===== config.mk =====
export PLATFORM = sky130hd
export DESIGN_NAME = chunked_add_sequencer
export DESIGN_NICKNAME = d
export VERILOG_FILES = /design/src/rtl/chunked_add_sequencer.sv
export SDC_FILE = /design/constraint.sdc
export NUM_CORES = 1
export LEC_CHECK = 0
export BUFFER_PORTS_ARGS = -buffer_cell sky130_fd_sc_hd__buf_4
export CORE_ASPECT_RATIO = 0.8
export CORE_MARGIN = 2
export CORE_UTILIZATION = 42
export CTS_CLUSTER_SIZE = 8
export DETAILED_ROUTE_END_ITERATION = 8
export SLEW_MARGIN = 10
export SYNTH_ARGS = -nofsm -noshare
export SYNTH_HDL_FRONTEND = slang
export SYNTH_SLANG_ARGS = --single-unit

===== constraint.sdc =====
create_clock -name clk -period 5.1 [get_ports clk]
set_input_delay 0.255 -clock clk [delete_from_list [all_inputs] [get_ports clk]]
set_output_delay 0.255 -clock clk [all_outputs]
set_load 0.005 [all_outputs]

===== src/rtl/chunked_add_sequencer.sv =====
// ---------------------------------------------------------------------------
// chunked_add_sequencer
//
// Computes {cout, sum} = a + b + cin over WIDTH bits using one CHUNK-bit
// adder slice. The slice is reused once per cycle, least-significant chunk
// first, and the carry between chunks is kept in a register. Operands are
// captured at accept, so the producer may change them freely afterwards.
//
// Ports:
//   clk        in   1      rising-edge clock
//   rst        in   1      synchronous active-high reset
//   in_valid   in   1      a, b, cin are valid
//   in_ready   out  1      operands accepted this cycle (IDLE, not in reset)
//   a, b       in   WIDTH  operands
//   cin        in   1      carry-in
//   abort      in   1      cancel in-flight operation; blocks accept in IDLE
//   out_valid  out  1      sum / cout valid (DONE)
//   out_ready  in   1      consumer takes the result
//   sum        out  WIDTH  result bits [WIDTH-1:0]
//   cout       out  1      carry out of bit WIDTH-1 (2^WIDTH weight)
//   busy       out  1      state is not IDLE
// ---------------------------------------------------------------------------
module chunked_add_sequencer #(
  parameter int WIDTH = 65,
  parameter int CHUNK = 16
) (
  input  logic             clk,
  input  logic             rst,
  input  logic             in_valid,
  output logic             in_ready,
  input  logic [WIDTH-1:0] a,
  input  logic [WIDTH-1:0] b,
  input  logic             cin,
  input  logic             abort,
  output logic             out_valid,
  input  logic             out_ready,
  output logic [WIDTH-1:0] sum,
  output logic             cout,
  output logic             busy
);

  localparam int NCHUNK = (WIDTH + CHUNK - 1) / CHUNK;
  // Operands are stored zero-padded up to a whole number of chunks.
  localparam int PW     = NCHUNK * CHUNK;
  localparam int R      = WIDTH % CHUNK;
  // With a partial top chunk the 2^WIDTH bit lands inside the slice result
  // at position R; otherwise it is the slice carry-out.
  localparam int COUT_BIT = (R == 0) ? CHUNK : R;
  localparam int IW       = (NCHUNK > 1) ? $clog2(NCHUNK) : 1;
  localparam logic [IW-1:0] LAST_IDX = IW'(NCHUNK - 1);

  typedef enum logic [1:0] {
    IDLE = 2'd0,
    RUN  = 2'd1,
    DONE = 2'd2
  } state_t;

  state_t            state_r;
  state_t            state_s;
  logic [PW-1:0]     a_r;
  logic [PW-1:0]     b_r;
  logic              carry_r;
  logic [IW-1:0]     idx_r;
  logic [WIDTH-1:0]  sum_r;
  logic              cout_r;
  logic              out_valid_r;
  logic              busy_r;

  logic              accept_s;
  logic [CHUNK-1:0]  a_chunk_s;
  logic [CHUNK-1:0]  b_chunk_s;
  logic [CHUNK:0]    slice_s;
  logic [31:0]       off_s;
  logic [WIDTH-1:0]  chunk_ext_s;
  logic [WIDTH-1:0]  chunk_mask_s;
  logic [WIDTH-1:0]  sum_next_s;

  // Handshake: ready only in IDLE and never while reset is asserted; abort
  // wins over a valid operand in the same cycle.
  always_comb begin
    in_ready = 1'b0;
    accept_s = 1'b0;
    if ((state_r == IDLE) && !rst) begin
      in_ready = 1'b1;
    end else begin
      in_ready = 1'b0;
    end
    accept_s = in_valid & in_ready & ~abort;
  end

  // Select the current chunk of each operand with a constant-index mux.
  always_comb begin
    a_chunk_s = {CHUNK{1'b0}};
    b_chunk_s = {CHUNK{1'b0}};
    for (int i = 0; i < NCHUNK; i++) begin
      a_chunk_s = (idx_r == IW'(i)) ? a_r[i*CHUNK +: CHUNK] : a_chunk_s;
      b_chunk_s = (idx_r == IW'(i)) ? b_r[i*CHUNK +: CHUNK] : b_chunk_s;
    end
  end

  // The shared adder slice and the merge of its result into the sum.
  // Shifting within a WIDTH-wide vector drops top-chunk bits above WIDTH-1.
  always_comb begin
    slice_s      = {1'b0, a_chunk_s} + {1'b0, b_chunk_s} + {{CHUNK{1'b0}}, carry_r};
    off_s        = 32'(idx_r) * 32'(CHUNK);
    chunk_ext_s  = WIDTH'(slice_s[CHUNK-1:0]) << off_s;
    chunk_mask_s = WIDTH'({CHUNK{1'b1}}) << off_s;
    sum_next_s   = (sum_r & ~chunk_mask_s) | chunk_ext_s;
  end

  // Next-state logic.
  always_comb begin
    state_s = state_r;
    case (state_r)
      IDLE: begin
        if (accept_s) begin
          state_s = RUN;
        end else begin
          state_s = IDLE;
        end
      end
      RUN: begin
        if (abort) begin
          state_s = IDLE;
        end else if (idx_r == LAST_IDX) begin
          state_s = DONE;
        end else begin
          state_s = RUN;
        end
      end
      DONE: begin
        if (abort || out_ready) begin
          state_s = IDLE;
        end else begin
          state_s = DONE;
        end
      end
      default: begin
        state_s = IDLE;
      end
    endcase
  end

  // State register; out_valid and busy are registered from the next state.
  always_ff @(posedge clk) begin
    if (rst) begin
      state_r     <= IDLE;
      out_valid_r <= 1'b0;
      busy_r      <= 1'b0;
    end else begin
      state_r     <= state_s;
      out_valid_r <= (state_s == DONE);
      busy_r      <= (state_s != IDLE);
    end
  end

  // Datapath: operand capture at accept, then one chunk per RUN cycle.
  // An aborted RUN cycle writes nothing.
  always_ff @(posedge clk) begin
    if (rst) begin
      a_r     <= {PW{1'b0}};
      b_r     <= {PW{1'b0}};
      carry_r <= 1'b0;
      idx_r   <= {IW{1'b0}};
      sum_r   <= {WIDTH{1'b0}};
      cout_r  <= 1'b0;
    end else begin
      case (state_r)
        IDLE: begin
          if (accept_s) begin
            a_r     <= PW'(a);
            b_r     <= PW'(b);
            carry_r <= cin;
            idx_r   <= {IW{1'b0}};
          end
        end
        RUN: begin
          if (!abort) begin
            sum_r   <= sum_next_s;
            carry_r <= slice_s[CHUNK];
            if (idx_r == LAST_IDX) begin
              cout_r <= slice_s[COUT_BIT];
            end else begin
              idx_r <= idx_r + {{(IW-1){1'b0}}, 1'b1};
            end
          end
        end
        DONE: begin
          carry_r <= carry_r;
        end
        default: begin
          idx_r <= {IW{1'b0}};
        end
      endcase
    end
  end

  assign out_valid = out_valid_r;
  assign busy      = busy_r;
  assign sum       = sum_r;
  assign cout      = cout_r;

endmodule


# ---- Word-level counts from Yosys, hierarchy flattened
# Index checks and enable logic that the tools add are counted.
dict set report word_totals {
  regBits 204
  latch_bits 0
  word_cells 66
  memories 0
  ram_bits 0
  out_inout_bits 69
  mem_bits_ro 0
  input_bits 136
}
dict set report classes {
  muxes 23
  reduce_logical 12
  addsub 3
  shift 2
  n_eq_ne 10
  bitwise_logic 7
  multipliers 0
  div 0
  order_cmp 0
}
# cell count
set ops {}
lappend ops {{2-to-1 mux 16 bit} 10}
lappend ops {{bitwise AND 65 bit} 1}
lappend ops {{NOT 65 bit} 1}
lappend ops {{bitwise OR 65 bit} 1}
lappend ops {{<< shifter 16 x 7 -> 65 bit} 1}
lappend ops {{<< shifter 16 x 7 -> 65 bit (first input constant)} 1}
lappend ops {{adder 16 x 16 -> 17 bit} 1}
lappend ops {{adder 17 x 1 -> 17 bit} 1}
lappend ops {{2-to-1 mux 3 bit} 3}
lappend ops {{one-hot mux 3 bit (3 select lines)} 1}
lappend ops {{== test 3 x 2 -> 1 bit (second input constant)} 2}
lappend ops {{2-to-1 mux 2 bit} 3}
lappend ops {{!= test 2 bit (second input constant)} 3}
lappend ops {{one-hot mux 2 bit (3 select lines)} 1}
lappend ops {{AND reduction 3 bit} 2}
lappend ops {{== test 2 bit (second input constant)} 2}
lappend ops {{2-to-1 mux 1 bit} 4}
lappend ops {{AND reduction 2 bit} 2}
lappend ops {{AND reduction 4 bit} 1}
lappend ops {{nonzero test 2 bit} 2}
lappend ops {{adder 3 x 1 -> 3 bit (second input constant)} 1}
lappend ops {{== test 3 x 1 -> 1 bit (second input constant)} 1}
lappend ops {{== test 3 bit (second input constant)} 1}
lappend ops {{logical NOT 3 bit} 1}
lappend ops {{8 further kinds} 10}

# ---- Depth between registers and ports, before layout
dict set report depth {
  word_depth 10
  depth_mapped 20
  depth_no_buf 16
}

# ---- Least setup slack after synthesis
# OpenSTA, ideal clock, no wires.
dict set report synth_timing {
  path_type {reg-to-reg}
  from {register idx_r[0]}
  to {register sum_r[10], in the netlist sum[10]}
  synth_period_minus_slack_ns 4.253
  t_required_ns 5.040
  arrival_ns 4.193
  setup_ns 0.060
  stages_incl_launch_ff 20
  path_buffers 3
  path_slack_ns 0.847
  path_cell_list {dfxtp_1 clkbuf_1 inv_1 ha_1 nand2b_1 clkbuf_1 buf_1 nor2_1 a211oi_1 a21oi_1 nor2_1 a21oi_1 fa_1 fa_1 nand2b_1 a21oi_1 o211ai_2 mux2i_1 a311oi_1 a22o_1}
}
dict set report synth_via {
  elab_chain_len 10
  elab_cells_between_ends 22
  cone_classes {add/sub (2); eq/ne (4); shift (2); mux (10); bitwise (3); reduce/logical (1)}
}
# item line_no
set synth_rtl {}
lappend synth_rtl {{start, declared} 63} ;# logic [IW-1:0] idx_r;
lappend synth_rtl {{start signal, assigned} 164} ;# idx_r <= {IW{1'b0}};
lappend synth_rtl {{start signal, assigned} 174} ;# idx_r <= {IW{1'b0}};
lappend synth_rtl {{start signal, assigned} 184} ;# idx_r <= idx_r + {{(IW-1){1'b0}}, 1'b1};
lappend synth_rtl {{logical NOT 3 bit} {96, 97}}
lappend synth_rtl {{2-to-1 mux 16 bit (on tied branches) (5 in series)} {96, 97}}
lappend synth_rtl {{adder 16 x 16 -> 17 bit} 104} ;# slice_s = {1'b0, a_chunk_s} + {1'b0, b_chunk_s} + {{CHUNK{1'b0}}, carry_r};
lappend synth_rtl {{adder 17 x 1 -> 17 bit} 104}
lappend synth_rtl {{<< shifter 16 x 7 -> 65 bit} 106} ;# chunk_ext_s = WIDTH'(slice_s[CHUNK-1:0]) << off_s;
lappend synth_rtl {{bitwise OR 65 bit *} 108} ;# sum_next_s = (sum_r & ~chunk_mask_s) | chunk_ext_s;
lappend synth_rtl {{end signal, assigned} 165} ;# sum_r <= {WIDTH{1'b0}};
lappend synth_rtl {{end signal, assigned} 179} ;# sum_r <= sum_next_s;
lappend synth_rtl {{end, declared} 64} ;# logic [WIDTH-1:0] sum_r;
# Every way passes the cells marked *; elsewhere a longest branch is shown, timed or not.
# A chain may end at the register's enable or synchronous reset.

# ---- Worst setup path in the final report
dict set report layout_timing {
  from {register idx_r[1]}
  to {register sum_r[30], in the netlist sum[30]}
}
# The elaborated chain is that of the path after synthesis.

==> flow_metrics.py <==
metrics = {
    "cells_and_area": {
        "layout_commonest_cell": "nand2_1",
        "diodes": 0,
        "final_cells": 1690,
        "mostFrequentLayoutCells": "nand2_1 (282), buf_4 (214), dfxtp_1 (204)",
        "n_fill_cell": 1900,
        "register_area_um2": 4080,
        "multi_input_area_um2": 4540,
        "fin_nets": 1578,
        "drive_above_1_share_pct": 18.9,
        "syn_to_final_growth_pct": 39.3,
        "final_area_um2": 12600,
    },
    "power": {
        "pwr-share-seq_pct": 45.2,
        "leakage_nw": 5.05,
        "power_frac_comb_pct": 10.3,
        "clockPowerShare_pct": 44.5,
        "vdd.ir_drop.worst_v": 0.000179,
        "cell_internal_pwr_mw": 2.81,
        "switching_share_pct": 23.2,
        "cellPowerDensity_nw_per_um2": 292,
        "power_switching_mw": 0.851,
    },
    "sta": {
        "whs_ns": 0.0153,
        "drv_slew": 0,
        "fin_skew_ns": 0.0141,
        "finalSetupViolCount": 0,
        "fmax_ghz": 0.218,
        "layout_setup_ws_ns": 0.507,
        "max-slew-margin-rel_pct": 27.7,
        "timing.final.crit_share_pct": 90.1,
        "worstMarginPinSlew_ns": 1.08,
        "fin_crit_ns": 4.59,
        "fin_setup_tns_ns": 0,
        "hold_viol_final": 0,
        "rsz0062_at_grt": "false",
    },
    "setup_path": {
        "r2r_setup_slack_ns": 0.51,
        "critPathSlowestCell": "dfxtp_1",
        "path_max_fanout": 24,
        "worst_setup_path_start_kind": "flop",
        "cp.arrival_ns": 5.00,
        "crit_buf_inv": 2,
        "cpPeakStageDelay_ns": 0.53,
        "cpMostUsedCell": "ha_1",
        "cp_top_family": "compound AO/OA/AOI/OAI gates",
        "path_cells": "inv_1 > ha_1 > nor3b_2 > buf_4 > a22oi_1 > a211oi_1 > a21oi_1 > nor2_1 > ha_1 > a21oi_2 > o211ai_1 > a221oi_1 > o21a_1 > nor4_1 > a221o_1",
        "worstSetupPathType": "reg2reg",
        "cp.required_ns": 5.51,
        "endpoint_kind": "flop",
    },
    "placed_design": {
        "place_congestion": 0.902,
        "dpl-instance-area_um2": 10600,
        "dp_slack_ns": 0.597,
        "dp_hpwl_um": 19600,
        "portBuffers": 204,
        "placed_cells": 1541,
    },
    "logic_synthesis": {
        "synth_ff_type": "dfxtp_1",
        "ys_top_cells_by_area": "dfxtp_1 (45%), nand2_1 (12%), a21oi_1 (11%)",
        "ys_ff_latch": 204,
        "synthCells": 1143,
        "synth_edf_count": 0,
        "seq_area_frac_synth_pct": 45.3,
        "synth.largest_area_cell": "dfxtp_1",
        "yosysUniqueCellTypes": 60,
        "async_reset_ff_share_pct": 0,
        "synth_top_area_share_pct": 45.3,
        "syn_avg_cell_area_um2": 7.88,
        "synth_nets": 1301,
        "synth_warnings": 0,
        "netlist_area_um2": 9010,
    },
    "min_path": {
        "hold_class": "in2reg",
    },
    "floorplan": {
        "io_pins": 205,
        "die-area_um2": 22700,
        "initial_core_util_pct": 43.2,
        "coreArea_um2": 20900,
        "die_w_um": 168,
        "die_h_um": 135,
        "rows": 47,
    },
    "route": {
        "via_per_inst": 5.37,
        "ant_nets": 0,
        "drtPass1Iterations": 5,
        "drtIter0Drc": 630,
        "wl_um": 29100,
        "drc": 0,
        "route.vias.total": 9077,
        "post_drt_wl_per_cell_um": 17.2,
    },
    "outcome": {
        "outcome": "finished clean",
    },
    "clock_network": {
        "htree_levels": 1,
        "cts_tree": "done",
        "cts_root_buf": "clkbuf_16",
        "clk_pin_slew_worst_paths_ns": 0.05,
        "cts_setup_buffers": 0,
        "ctsLongestPathBuffers": 3,
        "clock_sinks": 204,
        "cts_buffers": 29,
        "clk_latency_ns": 0.53,
    },
    "global_route": {
        "antenna_found_initial": 0,
        "grt_pass1_wl_um": 45600,
        "grt_max_degree": 104,
        "grt_pass1_vias": 8391,
        "grt_usage_pct": 25.0,
        "globalRoute.totalOverflow": 0,
    },
    "flow_run": {
        "maxCapViolCount": 0,
    },
}
final timing paths:
check	startpoint	cells past startpoint	to
worst max register to register	idx_r[1]	15	sum[30]
worst min register to register	b_r[14]	2	b_r[14]
worst max-delay path	idx_r[1]	15	sum[30]
worst min-delay path	a[35]	3	a_r[35]
layer usage:
layer	global-route usage [%]	share of wire [%]
met5	0	0
met3	4.22	5.8
met1	36.7	49
met2	38.3	43
met4	6.28	2.2
worst reg2reg max path, cell delays in order (launching register included):
cell	delay, ns
dfxtp_1	0.53
inv_1	0.19
ha_1	0.24
nor3b_2	0.48
buf_4	0.41
a22oi_1	0.14
a211oi_1	0.32
a21oi_1	0.16
nor2_1	0.15
ha_1	0.35
a21oi_2	0.32
o211ai_1	0.14
a221oi_1	0.31
o21a_1	0.35
nor4_1	0.09
a221o_1	0.29
flip-flops by register name (all words and copies together), names as in the netlist:
register and cells:
sum 65, out_valid 1, cout 1, a_r 65, state_r 2, b_r 65
idx_r 3, busy 1, carry_r 1
Yosys cell counts (all sizes together), types with 2 or more instances:
| master | n |
|---|---|
| nand2 | 282 |
| dfxtp | 204 |
| a21oi | 195 |
| nor2 | 115 |
| clkbuf | 63 |
| a22oi | 52 |
| a211oi | 34 |
| a22o | 24 |
| buf | 24 |
| ha | 20 |
| o21ai | 18 |
| nand2b | 10 |
| inv | 9 |
| nor4 | 8 |
| nand3 | 7 |
| nor3 | 7 |
| xnor2 | 7 |
| o211ai | 6 |
| a21o | 5 |
| o21a | 5 |
| a311oi | 4 |
| and3 | 4 |
| nor2b | 4 |
| or2 | 4 |
| a221o | 3 |
| mux2i | 3 |
| a31oi | 2 |
| and2 | 2 |
| fa | 2 |
| nor3b | 2 |
power by group through the flow:
stage	Combinational (mW)	Clock [mW]	Sequential, mW
finish	0.377	1.63	1.66
global route	0.411	1.72	1.66
CTS	0.374	1.67	1.65
detailed placement	0.301	0	1.69
global placement	0.300	0	1.69
floorplan	0.162	0	1.68
layout make-up:
type | instances | area share [%]
multi-input cells | 843 | 36.2
flip-flops and latches | 204 | 32.5
repair buffers | 333 | 22.4
clock buffers | 30 | 5.81
well taps | 269 | 2.68
inverters | 9 | 0.269
clock inverters | 2 | 0.110
per-stage QoR:
stage               utilization, %  power [mW]
global placement              50.9        1.99
floorplan                        -        1.84
finish                        60.1        3.66
global route                  60.1        3.79
CTS                           60.1        3.69
detailed placement            50.9        1.99
logic make-up after synthesis:
family / Yosys count / synth area share, %
simple gates: 452 / 20.9
compound gates: 358 / 25.0
flops: 204 / 45.3
buf+inv: 96 / 4.44
fa+ha+maj: 22 / 3.22
xor+xnor: 8 / 0.777
mux: 3 / 0.333
what timing repair did:
action,CTS,global route
endpoints found under the setup margin,0,0
hold buffers,117,0
gates resized for setup,0,0
endpoints found under the hold margin,119,0
No activity file was read; power rests on OpenSTA's default activity.
